**config.mk**
```make
export PLATFORM = sky130hd
export DESIGN_NAME = cla_word_sequencer
export DESIGN_NICKNAME = d
export VERILOG_FILES = /design/src/rtl/alu_cla_pkg.sv /design/src/rtl/cla_group16.sv /design/src/rtl/cla_ic_74182b.sv /design/src/rtl/cla_word_sequencer.sv
export SDC_FILE = /design/constraint.sdc
export NUM_CORES = 1
export LEC_CHECK = 0
export BUFFER_PORTS_ARGS = -buffer_cell sky130_fd_sc_hd__buf_2
export CAP_MARGIN = 25
export CORE_MARGIN = 3
export CORE_UTILIZATION = 47
export DETAILED_ROUTE_END_ITERATION = 7
export GPL_ROUTABILITY_DRIVEN = 0
export PLACE_DENSITY = 0.7
export SLEW_MARGIN = 25
export SYNTH_ARGS = -nofsm -noshare
export SYNTH_HDL_FRONTEND = slang
export SYNTH_SLANG_ARGS = --single-unit
```
**constraint.sdc**
```tcl
create_clock -name clk -period 6.9 [get_ports clk]
set_input_delay 2.07 -clock clk [delete_from_list [all_inputs] [get_ports clk]]
set_output_delay 2.07 -clock clk [all_outputs]
set_load 0.005 [all_outputs]
```
**src/rtl/alu_cla_pkg.sv**
```systemverilog
// rtl/alu_cla_pkg.sv - shared constants, state encoding and P/G polarity helpers
//
// Contents:
//   CHUNK            bits handled per sequencer cycle by the lookahead group
//   seq_state_t      sequencer FSM states
//   pg_low_to_high   convert one active-low P/G term to active-high
//   pg4_high_to_low  convert four active-high P/G terms to active-low
//   pg4_low_to_high  convert four active-low P/G terms to active-high
package alu_cla_pkg;

  localparam int CHUNK = 16;

  typedef enum logic [1:0] {
    IDLE = 2'd0,
    RUN  = 2'd1,
    DONE = 2'd2
  } seq_state_t;

  function automatic logic pg_low_to_high(input logic lo);
    return ~lo;
  endfunction

  function automatic logic [3:0] pg4_high_to_low(input logic [3:0] hi);
    return ~hi;
  endfunction

  function automatic logic [3:0] pg4_low_to_high(input logic [3:0] lo);
    return ~lo;
  endfunction

endpackage

```
**src/rtl/cla_group16.sv**
```systemverilog
// rtl/cla_group16.sv - combinational 16-bit adder built from four 4-bit slices and one 74182 unit
//
// Ports:
//   a, b  in   16-bit addends
//   cin   in   carry-in
//   sum   out  16-bit sum
//   cout  out  carry-out of bit 15
//   gb    out  group generate, active-low (carry-out assuming cin=0)
//   pb    out  group propagate, active-low (AND of a^b over all bits)
module cla_group16
  import alu_cla_pkg::*;
(
  input  logic [15:0] a,
  input  logic [15:0] b,
  input  logic        cin,
  output logic [15:0] sum,
  output logic        cout,
  output logic        gb,
  output logic        pb
);

  logic [15:0] bit_p;
  logic [15:0] bit_g;
  logic [3:0]  slice_p;
  logic [3:0]  slice_g;
  logic [3:0]  slice_c;
  logic [15:0] bit_c;
  logic        cnx;
  logic        cny;
  logic        cnz;

  // Propagate is XOR so the same term also forms the sum bit.
  assign bit_p = a ^ b;
  assign bit_g = a & b;

  for (genvar s = 0; s < 4; s++) begin : g_slice
    assign slice_p[s] = &bit_p[4*s +: 4];
    assign slice_g[s] = bit_g[4*s+3]
                      | (bit_p[4*s+3] & bit_g[4*s+2])
                      | (bit_p[4*s+3] & bit_p[4*s+2] & bit_g[4*s+1])
                      | (bit_p[4*s+3] & bit_p[4*s+2] & bit_p[4*s+1] & bit_g[4*s]);
  end

  cla_ic_74182b u_cla (
    .cn  (cin),
    .pb  (pg4_high_to_low(slice_p)),
    .gb  (pg4_high_to_low(slice_g)),
    .cnx (cnx),
    .cny (cny),
    .cnz (cnz),
    .pbo (pb),
    .gbo (gb)
  );

  assign slice_c = {cnz, cny, cnx, cin};

  // Inside a slice the carry ripples across only three bit positions.
  always_comb begin
    bit_c = '0;
    for (int s = 0; s < 4; s++) begin
      bit_c[4*s] = slice_c[s];
      for (int j = 0; j < 3; j++) begin
        bit_c[4*s+j+1] = bit_g[4*s+j] | (bit_p[4*s+j] & bit_c[4*s+j]);
      end
    end
  end

  assign sum  = bit_p ^ bit_c;
  assign cout = pg_low_to_high(gb) | (pg_low_to_high(pb) & cin);

endmodule

```
**src/rtl/cla_ic_74182b.sv**
```systemverilog
// rtl/cla_ic_74182b.sv - 74182-style 4-group carry-lookahead unit
//
// Ports:
//   cn    in   carry into group 0 (active-high)
//   pb    in   group propagate terms, active-low
//   gb    in   group generate terms, active-low
//   cnx   out  carry into group 1 (active-high)
//   cny   out  carry into group 2 (active-high)
//   cnz   out  carry into group 3 (active-high)
//   pbo   out  block propagate, active-low
//   gbo   out  block generate, active-low
module cla_ic_74182b
  import alu_cla_pkg::*;
(
  input  logic       cn,
  input  logic [3:0] pb,
  input  logic [3:0] gb,
  output logic       cnx,
  output logic       cny,
  output logic       cnz,
  output logic       pbo,
  output logic       gbo
);

  logic [3:0] p;
  logic [3:0] g;

  assign p = pg4_low_to_high(pb);
  assign g = pg4_low_to_high(gb);

  assign cnx = g[0] | (p[0] & cn);
  assign cny = g[1] | (p[1] & g[0]) | (p[1] & p[0] & cn);
  assign cnz = g[2] | (p[2] & g[1]) | (p[2] & p[1] & g[0]) | (p[2] & p[1] & p[0] & cn);

  // Block outputs exclude cn, so gbo is the carry-out for a zero carry-in.
  assign gbo = ~(g[3] | (p[3] & g[2]) | (p[3] & p[2] & g[1]) | (p[3] & p[2] & p[1] & g[0]));
  assign pbo = ~(&p);

endmodule

```
**src/rtl/cla_word_sequencer.sv**
```systemverilog
// rtl/cla_word_sequencer.sv - multi-cycle WIDTH-bit add/subtract using one shared 16-bit lookahead group
//
// Ports:
//   clk, rst_n           clock and synchronous active-low reset
//   in_valid, in_ready   operation handshake
//   a, b, cin, sub       operands, carry-in (add only), subtract select
//   out_valid, out_ready result handshake
//   sum, cout, ovf, zero result and flags, held stable while out_valid
//   word_p, word_g       whole-word propagate / generate (active-high)
//   busy                 high whenever the sequencer is not idle
module cla_word_sequencer
  import alu_cla_pkg::*;
#(
  parameter int WIDTH = 64
) (
  input  logic             clk,
  input  logic             rst_n,
  input  logic             in_valid,
  output logic             in_ready,
  input  logic [WIDTH-1:0] a,
  input  logic [WIDTH-1:0] b,
  input  logic             cin,
  input  logic             sub,
  output logic             out_valid,
  input  logic             out_ready,
  output logic [WIDTH-1:0] sum,
  output logic             cout,
  output logic             ovf,
  output logic             zero,
  output logic             word_p,
  output logic             word_g,
  output logic             busy
);

  localparam int NCHUNK = WIDTH / CHUNK;
  localparam int IDXW   = (NCHUNK > 1) ? $clog2(NCHUNK) : 1;
  localparam int MSB    = WIDTH - 1;
  localparam logic [IDXW-1:0] LAST_IDX = IDXW'(NCHUNK - 1);

  if (((WIDTH % CHUNK) != 0) || (WIDTH < CHUNK)) begin : g_bad_width
    $error("cla_word_sequencer: WIDTH must be a positive multiple of 16");
  end

  seq_state_t       state;
  logic [IDXW-1:0]  idx;
  logic [WIDTH-1:0] a_r;
  logic [WIDTH-1:0] b_r;
  logic             carry;

  logic [CHUNK-1:0] chunk_a;
  logic [CHUNK-1:0] chunk_b;
  logic [CHUNK-1:0] chunk_sum;
  logic             chunk_cout;
  logic             chunk_gb;
  logic             chunk_pb;
  logic             chunk_g;
  logic             chunk_p;
  logic [WIDTH-1:0] sum_next;

  assign chunk_a = a_r[CHUNK*idx +: CHUNK];
  assign chunk_b = b_r[CHUNK*idx +: CHUNK];

  cla_group16 u_group (
    .a    (chunk_a),
    .b    (chunk_b),
    .cin  (carry),
    .sum  (chunk_sum),
    .cout (chunk_cout),
    .gb   (chunk_gb),
    .pb   (chunk_pb)
  );

  assign chunk_g = pg_low_to_high(chunk_gb);
  assign chunk_p = pg_low_to_high(chunk_pb);

  // Result as it will look after this cycle's chunk lands; the flags taken
  // on the last RUN cycle are derived from it so they appear with out_valid.
  always_comb begin
    sum_next = sum;
    sum_next[CHUNK*idx +: CHUNK] = chunk_sum;
  end

  always_ff @(posedge clk) begin
    if (!rst_n) begin
      state     <= IDLE;
      idx       <= '0;
      a_r       <= '0;
      b_r       <= '0;
      carry     <= 1'b0;
      in_ready  <= 1'b0;
      out_valid <= 1'b0;
      busy      <= 1'b0;
      sum       <= '0;
      cout      <= 1'b0;
      ovf       <= 1'b0;
      zero      <= 1'b0;
      word_p    <= 1'b0;
      word_g    <= 1'b0;
    end else begin
      case (state)
        IDLE: begin
          in_ready <= 1'b1;
          if (in_valid && in_ready) begin
            a_r      <= a;
            b_r      <= sub ? ~b : b;
            carry    <= sub ? 1'b1 : cin;
            idx      <= '0;
            sum      <= '0;
            cout     <= 1'b0;
            ovf      <= 1'b0;
            zero     <= 1'b0;
            word_p   <= 1'b1;
            word_g   <= 1'b0;
            in_ready <= 1'b0;
            busy     <= 1'b1;
            state    <= RUN;
          end
        end

        RUN: begin
          sum    <= sum_next;
          carry  <= chunk_cout;
          word_g <= chunk_g | (chunk_p & word_g);
          word_p <= word_p & chunk_p;
          if (idx == LAST_IDX) begin
            idx       <= '0;
            cout      <= chunk_cout;
            zero      <= (sum_next == '0);
            ovf       <= (a_r[MSB] == b_r[MSB]) && (sum_next[MSB] != a_r[MSB]);
            out_valid <= 1'b1;
            state     <= DONE;
          end else begin
            idx <= idx + 1'b1;
          end
        end

        DONE: begin
          if (out_ready) begin
            out_valid <= 1'b0;
            busy      <= 1'b0;
            in_ready  <= 1'b1;
            state     <= IDLE;
          end
        end

        default: begin
          state     <= IDLE;
          in_ready  <= 1'b0;
          out_valid <= 1'b0;
          busy      <= 1'b0;
        end
      endcase
    end
  end

endmodule

```
=== Word-level counts from Yosys, hierarchy flattened ===
Index checks and enable logic that the tools add are counted.

* Register bits: 205
* Input bits: 134

* Add/subtract/negate cells: 2
* Equality and inequality tests: 8
* Shifts and indexed selects: 4
* Mux-type cells: 31
* Bitwise gates (word level): 94
* Reductions and logical operators: 17

{| class="wikitable"
|+ Operators by type and width
! operator !! count
|-
| 64-bit two-way mux || 2
|-
| 64-bit case mux with 2 select lines || 1
|-
| 64-bit by 7-bit indexed part select with 16-bit output || 2
|-
| 64-bit bitwise mux || 1
|-
| 64-bit logical NOT || 1
|-
| 64-bit inverter || 1
|-
| 16-bit by 34-bit variable shift with 64-bit output (first input constant) || 1
|-
| 16-bit by 34-bit indexed part select with 64-bit output || 1
|-
| 1-bit AND || 49
|-
| 1-bit OR || 35
|-
| 6-bit negation with 34-bit output || 1
|-
| 16-bit bitwise XOR || 2
|-
| 4-bit AND reduction || 5
|-
| 16-bit AND || 1
|-
| 4-bit inverter || 4
|-
| 1-bit case mux with 2 select lines || 6
|-
| 3-bit AND reduction || 4
|-
| 1-bit two-way mux || 11
|-
| 2-bit two-way mux || 5
|-
| 1-bit case mux with 3 select lines || 3
|-
| 2-bit inequality test (second input constant) || 3
|-
| 2-bit case mux with 3 select lines || 1
|-
| 2-bit AND reduction || 3
|-
| 2-bit == test (second input constant) || 2
|-
| other kinds (9) || 11
|}

=== Logic depth before layout (Yosys ltp) ===
Gate-level depths: netlist (run 1).

* Depth after elaboration: 25
* Depth in mapped cells: 20

=== By module ===
Synthesis (run 1) repeated with hierarchy kept, for this count alone.

* Cells, all modules: 1060
* Area, all modules: 9550.4 um2

{| class="wikitable"
|+ Modules (own cells, without submodules)
! module !! instances !! cells each !! area an instance (um2)
|-
| cla_word_sequencer || 1 || 975 || 8818.5
|-
| cla_group16 || 1 || 73 || 665.6
|-
| cla_ic_74182b || 1 || 12 || 66.3
|}

=== Worst setup path after synthesis (run 1) ===
Ideal clock, no wire load.

* Path kind: register to register
* Start point: register idx[0]
* End point: register zero
* Data arrival time: 4.993 ns
* Data required time: 6.831 ns
* Slack: 1.839 ns
* Cell stages (with the launch flop): 19
* Buffers on the path: 2
* Period minus slack after synthesis: 5.061 ns
* Path through: dfxtp_1 > buf_2 > buf_2 > mux4_2 > ha_1 > nand3_1 > o21a_1 > o21ai_0 > a21oi_1 > fa_1 > fa_1 > inv_1 > fa_1 > and4b_1 > a31oi_1 > or4_1 > nor4_1 > nand4_1 > o21ai_1

* Cells in the longest elaborated chain, start to end: 24
* Elaborated cells on any way between the ends: 85
* Those cells by class: 1 x add/sub; 2 x eq/ne; 4 x shift; 3 x mux; 70 x bitwise; 5 x reduce/logical

{| class="wikitable"
|+ Ends and longest elaborated chain
! element !! line !! RTL
|-
| from (decl) || cla_word_sequencer.sv:45 || <nowiki>logic [IDXW-1:0] idx;</nowiki>
|-
| from (signal assigned) || cla_word_sequencer.sv:133 || <nowiki>idx <= idx + 1'b1;</nowiki>
|-
| 64-bit by 7-bit indexed part select with 16-bit output (on tied branches) || cla_word_sequencer.sv:60, cla_word_sequencer.sv:61 ||
|-
| 16-bit bitwise XOR / 16-bit AND (equally long branches) || cla_group16.sv:33, cla_group16.sv:34 ||
|-
| 1-bit AND (on tied branches) || cla_group16.sv:39, cla_group16.sv:40, cla_group16.sv:41 ||
|-
| 1-bit OR, or another cell as far along || cla_group16.sv:39 || <nowiki>| (bit_p[4*s+3] & bit_g[4*s+2])</nowiki>
|-
| 1-bit OR / 1-bit AND (equally long branches) || cla_group16.sv:40, cla_group16.sv:41 ||
|-
| 1-bit OR || cla_group16.sv:41 || <nowiki>| (bit_p[4*s+3] & bit_p[4*s+2] & bit_p[4*s+1] & bit_g[4*s]);</nowiki>
|-
| 4-bit inverter || alu_cla_pkg.sv:24 || <nowiki>return ~hi;</nowiki>
|-
| 4-bit inverter || alu_cla_pkg.sv:28 || <nowiki>return ~lo;</nowiki>
|-
| [8 not listed] || - ||
|-
| 1-bit AND || cla_group16.sv:63 || <nowiki>bit_c[4*s+j+1] = bit_g[4*s+j] | (bit_p[4*s+j] & bit_c[4*s+j]);</nowiki>
|-
| 1-bit OR || cla_group16.sv:63 ||
|-
| 16-bit bitwise XOR || cla_group16.sv:68 || <nowiki>assign sum = bit_p ^ bit_c;</nowiki>
|-
| 16-bit by 34-bit indexed part select with 64-bit output || cla_word_sequencer.sv:80 || <nowiki>sum_next[CHUNK*idx +: CHUNK] = chunk_sum;</nowiki>
|-
| 64-bit bitwise mux || cla_word_sequencer.sv:80 ||
|-
| 64-bit logical NOT || cla_word_sequencer.sv:128 || <nowiki>zero <= (sum_next == '0);</nowiki>
|-
| 1-bit two-way mux || cla_word_sequencer.sv:125 || <nowiki>if (idx == LAST_IDX) begin</nowiki>
|-
| 1-bit case mux with 2 select lines || cla_word_sequencer.sv:100 || <nowiki>case (state)</nowiki>
|-
| to (signal assigned) || cla_word_sequencer.sv:128 ||
|-
| to (decl) || cla_word_sequencer.sv:29 || <nowiki>output logic zero,</nowiki>
|}

Several ways; a longest one is shown, not always the timed one. The select of a mux whose other input is x is not followed.
A chain may end at the register's enable or synchronous reset.

=== Worst setup path in the final report (run 1) ===
Ends and elaborated chain as after synthesis.

==> results of run 1 <==
## metrics by stage
stage	hold slack [ns]	power, uW
final	0.463	2990
after global routing	0.481	3100
after CTS	0.465	3000
after detailed placement	0.456	1740
after global placement	0.451	1730
after floorplan	0.440	1590
## layout make-up
cell class | instances | share of cell area [%]
well taps | 275 | 2.81
clock inverters | 10 | 1.32
flip-flops and latches | 205 | 33.6
multi-input cells | 798 | 46.9
repair buffers | 211 | 8.92
inverters | 43 | 1.32
clock buffers | 29 | 5.13
## worst max-delay path by stage
stage / slack (ns) / start / cells after the start / end
final: 1.17 / idx[0] / 16 / zero
after CTS: 1.20 / idx[0] / 16 / zero
after detailed placement: 1.24 / idx[0] / 16 / zero
after global routing: 0.70 / idx[0] / 16 / zero
after global placement: 1.35 / idx[0] / 16 / zero
after floorplan: 1.84 / idx[0] / 18 / zero
## critical path: cells and delay by family (launching register included)
family	cells	cell delay, ns
AOI/OAI and AO/OA	4	0.60
adders and majority gates	4	1.64
buffers and inverters	2	0.51
DFF	1	0.88
muxes	1	0.57
and+or+nand+nor	5	1.46
## flip-flops by register name, indices dropped and copies added, names as in the netlist
| register | cells |
|---|---|
| word_p | 1 |
| zero | 1 |
| idx | 2 |
| state | 2 |
| busy | 1 |
| carry | 1 |
| in_ready | 1 |
| b_r | 64 |
| ovf | 1 |
| a_r | 64 |
| word_g | 1 |
| out_valid | 1 |
| cout | 1 |
| sum | 64 |
## power groups by stage
stage	clock network, uW	registers (uW)	logic [uW]
2_1_floorplan	0	1280	302
5_1_grt	1340	1290	467
4_1_cts	1290	1290	425
6_report	1270	1290	429
3_5_place_dp	0	1310	423
3_3_place_gp	0	1310	416
## cells in the final DEF, fill, tap and decap left out, types with 4 or more instances in the layout
cell type | Yosys | final
nand2_1 | 233 | 233
dfxtp_1 | 205 | 203
buf_2 | 14 | 203
a21boi_0 | 76 | 76
xnor2_1 | 67 | 67
o211a_1 | 64 | 64
inv_1 | 42 | 42
and2_1 | 39 | 39
o21ai_0 | 35 | 35
mux4_2 | 32 | 32
nor2b_1 | 28 | 28
nand3_1 | 26 | 26
clkbuf_16 | 0 | 23
ha_1 | 22 | 22
a22oi_1 | 21 | 21
a21oi_1 | 18 | 18
nor2_1 | 17 | 17
o22ai_1 | 13 | 13
fa_1 | 12 | 12
a31oi_1 | 11 | 11
nor4_1 | 10 | 10
buf_4 | 2 | 6
nand4_1 | 5 | 5
a21o_1 | 5 | 5
nand2b_1 | 5 | 5
nor3_1 | 5 | 5
o2bb2ai_1 | 4 | 4
bufinv_16 | 0 | 4
## kinds of logic (layout without fill, tap and decap cells)
group / Yosys count / count (layout) / synth area share (%)
simple gates: 395 / 395 / 18.0
xor+xnor: 68 / 68 / 5.74
compound gates: 267 / 267 / 19.4
fa+ha+maj: 34 / 34 / 4.97
buf+inv: 129 / 293 / 5.21
flops: 205 / 205 / 39.5
mux: 34 / 34 / 7.15
## routing by layer
layer	part of all wire [%]	global-route usage [%]	wire length, um	vias to the layer above
li1	-	-	-	4229
met4	3.0	7.40	882	0
met5	0	0	0	-
met1	41	30.8	12100	4108
met2	48	39.5	14000	369
met3	7.6	4.03	2230	64
==> flow_summary.ini, run 1 <==
[logic_synthesis]
yosysWarnings = 0
ys_seq_area_share_pct = 39.5
avgSynthCellArea_um2 = 9.17
syn_nets = 1300
yosys-top-cells-area = dfxtp_1 (40%), nand2_1 (8.4%), mux4_2 (6.9%)
netlist_area_um2 = 10400
syn_inst = 1132
synth_ff_type = dfxtp_1
yosys.area.top_type_share_pct = 39.5
yosysTopAreaCell = dfxtp_1
ys_ff_latch = 205
synth_cell_type_count = 68
synth_edf_count = 0
ys_async_sr_fraction_pct = 0
synth.most_common_cell = nand2_1
synthTopCellsByCount = nand2_1 (233), dfxtp_1 (205), a21boi_0 (76), xnor2_1 (67), o211a_1 (64)

[finish]
multi_input_area_um2 = 5750
drive_above_1_share_pct = 22.5
n_antenna_cell = 0
instances_no_fill = 1571
nets = 1449
fin_area_um2 = 12200
postLayoutCoreUtil_pct = 57.3
seqCellArea_um2 = 4110
fill_cells = 1969
area_growth_pct = 17.9

[global_route]
antenna_found_initial = 0
grt_pass1_vias = 8363
grt_first_pass_wirelength_um = 45000
grt_start_max_net_pins = 199
gr-total-overflow = 0
grt.total_usage_pct = 23.4

[timing]
fmax_mhz = 175
max_slew.worst_pin.slew_ns = 0.989
clock_skew_ns = 0.00946
setup_tns_ns = 0
relSlewSlack_pct = 34.1
worst_slack_ns = 1.17
hold_viol = 0
rsz0062_at_grt = no
finalCritPeriodShare_pct = 83.0
finalSetupViolations = 0
finalMaxSlewViolations = 0
post-route-min-period_ns = 5.73

[clock_network]
cts_setup_buffers = 0
clk_pin_slew_ns = 0.07
cts.sinks = 205
ctsResizeCount = 0
cts_tree = yes
cts_max_path_buffers = 3
clkLatencyLatePin_ns = 0.50
cts_buffers = 22
cts_root_buf = clkbuf_16
htree_levels = 1
ctsHoldBuffers = 0

[job]
maxCapViolCount = 0

[route]
routedWlPerCell_um = 18.6
drt_first_iter_violations = 685
ant_nets = 0
vias_per_cell = 5.58
via_count = 8770
first_pass_iters = 5
wirelength_um = 29200
drc = 0

[die]
io_pins = 206
coreArea_um2 = 21400
dieArea_um2 = 23900
dieWidth_um = 155
std_cell_rows = 53
start_util_pct = 48.6
die-height_um = 155

[pwr]
sw_frac_of_total_pct = 25.9
seqPwrFrac_pct = 43.0
leakagePower_uw = 0.00543
clock_power_share_pct = 42.6
peakVddDrop_mv = 0.187
power.density_nw_per_um2 = 244
switchingPower_uw = 774
intPower_uw = 2210
comb_power_share_pct = 14.3

[worst_setup_path]
reg2reg_slack_ns = 1.17
crit_slowest_cell = dfxtp_2
crit_path_frequent_cell = fa_1
cpPeakStageDelay_ns = 0.88
ff2ff_path_depth = 16
critPathKind = reg -> reg
cp_data_arrival_time_ns = 6.17
required_ns = 7.34
end_kind = register
crit_chain = buf_4 -> mux4_2 -> ha_1 -> nand4_1 -> o21ai_0 -> a21oi_1 -> fa_1 -> fa_1 -> inv_1 -> fa_1 -> and4b_1 -> a31oi_1 -> or4_1 -> nor4_1 -> nand4_1 -> o21ai_1
reg2reg_from = idx[0]
cp_max_fo = 29
start_kind = register
r2r_end = zero

[outcome]
outcome = finished, final reports clean

[placement]
placed_cells = 1532
post-dp-hpwl_um = 21400
place_area_um2 = 11400
pre_cts_slack_ns = 1.24
numPortBuffers = 205

[min_path]
hold_depth = 2
hold_class = reg -> reg
hold_end = a_r[32]
min_from = a_r[32]
(Power assumes the default switching activity.)
==> run 2: changes to the inputs <==
- PLACE_DENSITY: 0.7 -> 0.72
- clock period: 6.9 -> 4.6 ns (I/O delays scaled with it)
==> flow_summary.ini, run 2 (synthesized netlist as in run 1, its figures left out) <==
[clock_network]
cts_root_buf = clkbuf_16
cts.sinks = 205
cts_tree = yes
cts_buffers = 22
htree_levels = 1
cts_max_path_buffers = 3
clkLatencyLatePin_ns = 0.53
ctsHoldBuffers = 0
clk_pin_slew_ns = 0.07

[global_route]
met2_usage_pct = 40.1
grt_start_max_net_pins = 207
grt_pass1_vias = 8521
grt_first_pass_wirelength_um = 45100
use_met1_pct = 30.2
met3_usage_pct = 3.95
busiest_layer = met2
grt.total_usage_pct = 23.4
antenna_found_initial = 0
gr-total-overflow = 0

[route]
vias_per_cell = 5.56
first_pass_iters = 5
drt_first_iter_violations = 644
drc = 0
wirelength_um = 29800
routedWlPerCell_um = 18.5
ant_nets = 0
via_count = 8960

[worst_setup_path]
required_ns = 5.05
ff2ff_path_depth = 18
start_kind = register
reg2reg_slack_ns = 0.03
end_kind = register
critPathKind = reg -> reg
reg2reg_from = idx[0]
cp_max_fo = 7
r2r_end = zero
cp_data_arrival_time_ns = 5.02

[finish]
mostFrequentLayoutCells = nand2_1 (233), dfxtp_1 (203), buf_2 (203), a21boi_0 (76), xnor2_1 (67)
nets = 1488
instances_no_fill = 1611
postLayoutCoreUtil_pct = 59.4
drive_above_1_share_pct = 26.2
reg_top3 = a_r: 64 flops, b_r: 64 flops, sum: 64 flops
area_growth_pct = 22.1
final_common_cell = nand2_1
n_antenna_cell = 0

[die]
std_cell_rows = 53
dieWidth_um = 155
dieArea_um2 = 23900
die-height_um = 155
io_pins = 206
start_util_pct = 48.6
coreArea_um2 = 21400

[pwr]
intPower_uw = 3290
peakVddDrop_mv = 0.278
switchingPower_uw = 1220
power.density_nw_per_um2 = 356
seqPwrFrac_pct = 42.6
sw_frac_of_total_pct = 27.0
p_total_uw = 4510
leakagePower_uw = 0.00563
comb_power_share_pct = 16.2
clock_power_share_pct = 41.2

[placement]
post-dp-hpwl_um = 21400
placed_cells = 1561
numPortBuffers = 205

[timing]
finalCritPeriodShare_pct = 99.4
hold_viol = 0
clock_skew_ns = 0.0277
post-route-min-period_ns = 4.57
max_slew.worst_pin.slew_ns = 1.00
fmax_mhz = 219
finalMaxSlewViolations = 0
relSlewSlack_pct = 33.3
finalSetupViolations = 0
hold_ws_ns = 0.464
rsz0062_at_grt = yes

[min_path]
hold_end = a_r[18]
hold_class = reg -> reg
min_from = a_r[18]
hold_depth = 2

[job]
maxCapViolCount = 0

[outcome]
outcome = finished, final reports clean
## run 2: cell count changes in the layout (fill, tap and decap cells not counted), sizes merged
cell and change:
buf +39, clkinv +3, bufinv -1, clkbuf -1, clkinvlp +1, inv -1
## run 2: worst max path at each step
stage / from / end / slack, ns / cells past startpoint
detailed placement: idx[0] / zero / -0.15 / 17
global placement: idx[0] / zero / -0.01 / 17
global route: idx[0] / zero / -0.10 / 18
CTS: idx[0] / zero / 0.01 / 18
floorplan: idx[0] / zero / 0.05 / 18
finish: idx[0] / zero / 0.03 / 18
## run 2: repair_timing
action / in CTS / in global routing
endpoints found under the setup margin: 1 / 2
pin swaps: 0 / 10
cloned: 0 / 0
endpoints found under the hold margin: 0 / 0
setup buffers: 6 / 4
resized for setup: 6 / 14
## run 2: layout make-up
class | instances | area, um^2
Sequential cell | 205 | 4110
Timing Repair Buffer | 250 | 1460
Clock inverter | 12 | 156
Inverter | 43 | 161
Multi-Input combinational cell | 798 | 5840
Tap cell | 275 | 344
Clock buffer | 28 | 603
Fill cell | 1853 | 8680
## run 2: layer usage
layer  up-vias  part of all wire [%]
met5         -                     0
met2       374                    49
met4         0                   3.4
met3        78                   7.8
li1       4313                     -
met1      4195                    40
## run 2: power by group through the flow
stage	combinational (uW)	clock [uW]	sequential, uW
2_1_floorplan	460	0	1930
4_1_cts	698	1870	1920
3_5_place_dp	677	0	1960
3_3_place_gp	669	0	1960
6_report	733	1860	1920
5_1_grt	785	1940	1930
## run 2: worst max-delay path, cell delays in order, from the launching register on
cell     delay (ns)
dfxtp_4        0.39
buf_12         0.11
buf_12         0.11
buf_4          0.12
mux4_2         0.51
ha_1           0.34
nand4_1        0.16
o21ai_2        0.20
a21oi_2        0.09
fa_2           0.37
fa_2           0.36
inv_2          0.06
fa_1           0.42
and4b_1        0.26
a31oi_1        0.09
or4_4          0.44
nor4_2         0.24
nand4_1        0.12
o21ai_1        0.12
## run 2: through the flow
step / instance area [um^2] / worst slack (ns) / TNS, ns
after CTS: 12600 / 0.0119 / 0
after floorplan: 10400 / 0.0450 / 0
after global placement: 11700 / -0.00960 / -0.00960
after detailed placement: 11700 / -0.147 / -0.147
after global routing: 12700 / -0.102 / -0.102
final: 12700 / 0.0298 / 0
==> run 3: changes to the inputs <==
- PLACE_DENSITY: 0.72 -> 0.81
==> flow_summary.ini, run 3 (synthesized netlist as in run 1, its figures left out) <==
[timing]
worst_slack_ns = 0.0634
finalCritPeriodShare_pct = 98.6
rsz0062_at_grt = yes
finalSetupViolations = 0
clock_skew_ns = 0.0128
fmax_mhz = 220
finalMaxSlewViolations = 0
setup_tns_ns = 0
max_slew.worst_pin.slew_ns = 0.991
post-route-min-period_ns = 4.54
hold_viol = 0
relSlewSlack_pct = 34.0
hold_ws_ns = 0.467

[worst_setup_path]
reg2reg_from = idx[0]
critPathKind = reg -> reg
ff2ff_path_depth = 15
required_ns = 5.05
cp_data_arrival_time_ns = 4.98
cp_max_fo = 7
end_kind = register
start_kind = register
reg2reg_slack_ns = 0.06
r2r_end = zero

[global_route]
grt_start_max_net_pins = 135
gr-total-overflow = 0
antenna_found_initial = 0
grt_first_pass_wirelength_um = 45800
grt.total_usage_pct = 23.7
grt_pass1_vias = 8747

[route]
drc = 0
drt_first_iter_violations = 707
ant_nets = 0
via_count = 9004
routedWlPerCell_um = 18.7
first_pass_iters = 6
wirelength_um = 30000
vias_per_cell = 5.62

[die]
dieWidth_um = 155
start_util_pct = 48.6
die-height_um = 155
dieArea_um2 = 23900
std_cell_rows = 53
coreArea_um2 = 21400
io_pins = 206

[clock_network]
cts_buffers = 22
clkLatencyLatePin_ns = 0.52
htree_levels = 1
cts_root_buf = clkbuf_16
clk_pin_slew_ns = 0.06
ctsHoldBuffers = 0
cts_tree = yes
cts.sinks = 205
cts_max_path_buffers = 3

[min_path]
hold_class = reg -> reg
hold_end = a_r[30]
min_from = a_r[30]
hold_depth = 2

[job]
maxCapViolCount = 0

[outcome]
outcome = finished, final reports clean

[placement]
numPortBuffers = 205
pre_cts_slack_ns = -0.171
post-dp-hpwl_um = 21500

[finish]
nets = 1480
drive_above_1_share_pct = 25.8
mostFrequentLayoutCells = nand2_1 (233), dfxtp_1 (203), buf_2 (203), a21boi_0 (76), xnor2_1 (67)
reg_top3 = a_r: 64 flops, b_r: 64 flops, sum: 64 flops
final_common_cell = nand2_1
area_growth_pct = 21.2
fill_cells = 1807
n_antenna_cell = 0

[pwr]
peakVddDrop_mv = 0.240
leakagePower_uw = 0.00557
power.density_nw_per_um2 = 348
## run 3: changes by cell type in the layout (fill, tap and decap cells not counted), sizes merged
cell | before | now
buf | 250 | 242
bufinv | 3 | 0
clkbuf | 28 | 33
clkinv | 5 | 4
clkinvlp | 4 | 1
inv | 43 | 44
## run 3: worst max-delay path by stage
stage	startpoint	endpoint	slack (ns)
after floorplan	idx[0]	zero	0.05
after global placement	idx[0]	zero	0.01
after detailed placement	idx[0]	zero	-0.17
after CTS	idx[0]	zero	0.04
after global routing	idx[0]	zero	-0.04
final	idx[0]	zero	0.06
## run 3: stage by stage
step | std cells | instance area [um^2] | util, % | power (uW)
after floorplan | 1132 | 10400 | - | 2390
after global placement | 1557 | 11700 | 54.7 | 2620
after detailed placement | 1557 | 11700 | 54.7 | 2630
after CTS | 1599 | 12500 | 58.4 | 4360
after global routing | 1602 | 12600 | 58.9 | 4530
final | 1602 | 12600 | 58.9 | 4380
## run 3: repair_timing
action,4_1_cts,5_1_grt
buffers inserted,3,3
resized for setup,10,14
setup endpoints to repair,1,1
pin swaps,9,7
## run 3: worst max-delay path, cell delays in order (launching register included)
cell     delay [ns]
dfxtp_4        0.41
buf_8          0.15
mux4_2         0.56
ha_4           0.30
nand3_1        0.12
o21a_1         0.25
o21ai_2        0.17
inv_1          0.08
fa_1           0.38
fa_1           0.40
fa_1           0.74
and3_1         0.23
o22ai_1        0.09
nor4_2         0.31
nand4_1        0.13
o21ai_1        0.15
## run 3: layout make-up
class,count,area [um^2],area share (%)
inverter,43,161,1.28
clock buffer,33,662,5.26
tap,275,344,2.73
multi-input combinational,798,5870,46.7
sequential,205,4110,32.7
timing repair buffer,242,1380,11.0
clock inverter,6,53.8,0.428
## run 3: report_power, final
part           internal, uW  total [uW]  leakage (uW)  switching [uW]
registers              1860        1920       0.00167            60.2
logic                   322         725       0.00355             403
clock network          1000        1740      0.000351             737
total                  3180        4380       0.00557            1200
## run 3: per-layer routing
layer	global-route usage [%]	wire, um	up-vias
li1	-	-	4293
met1	29.7	11600	4235
met2	41.2	14800	411
met3	4.48	2640	65
met4	8.12	908	0
met5	0	0	-
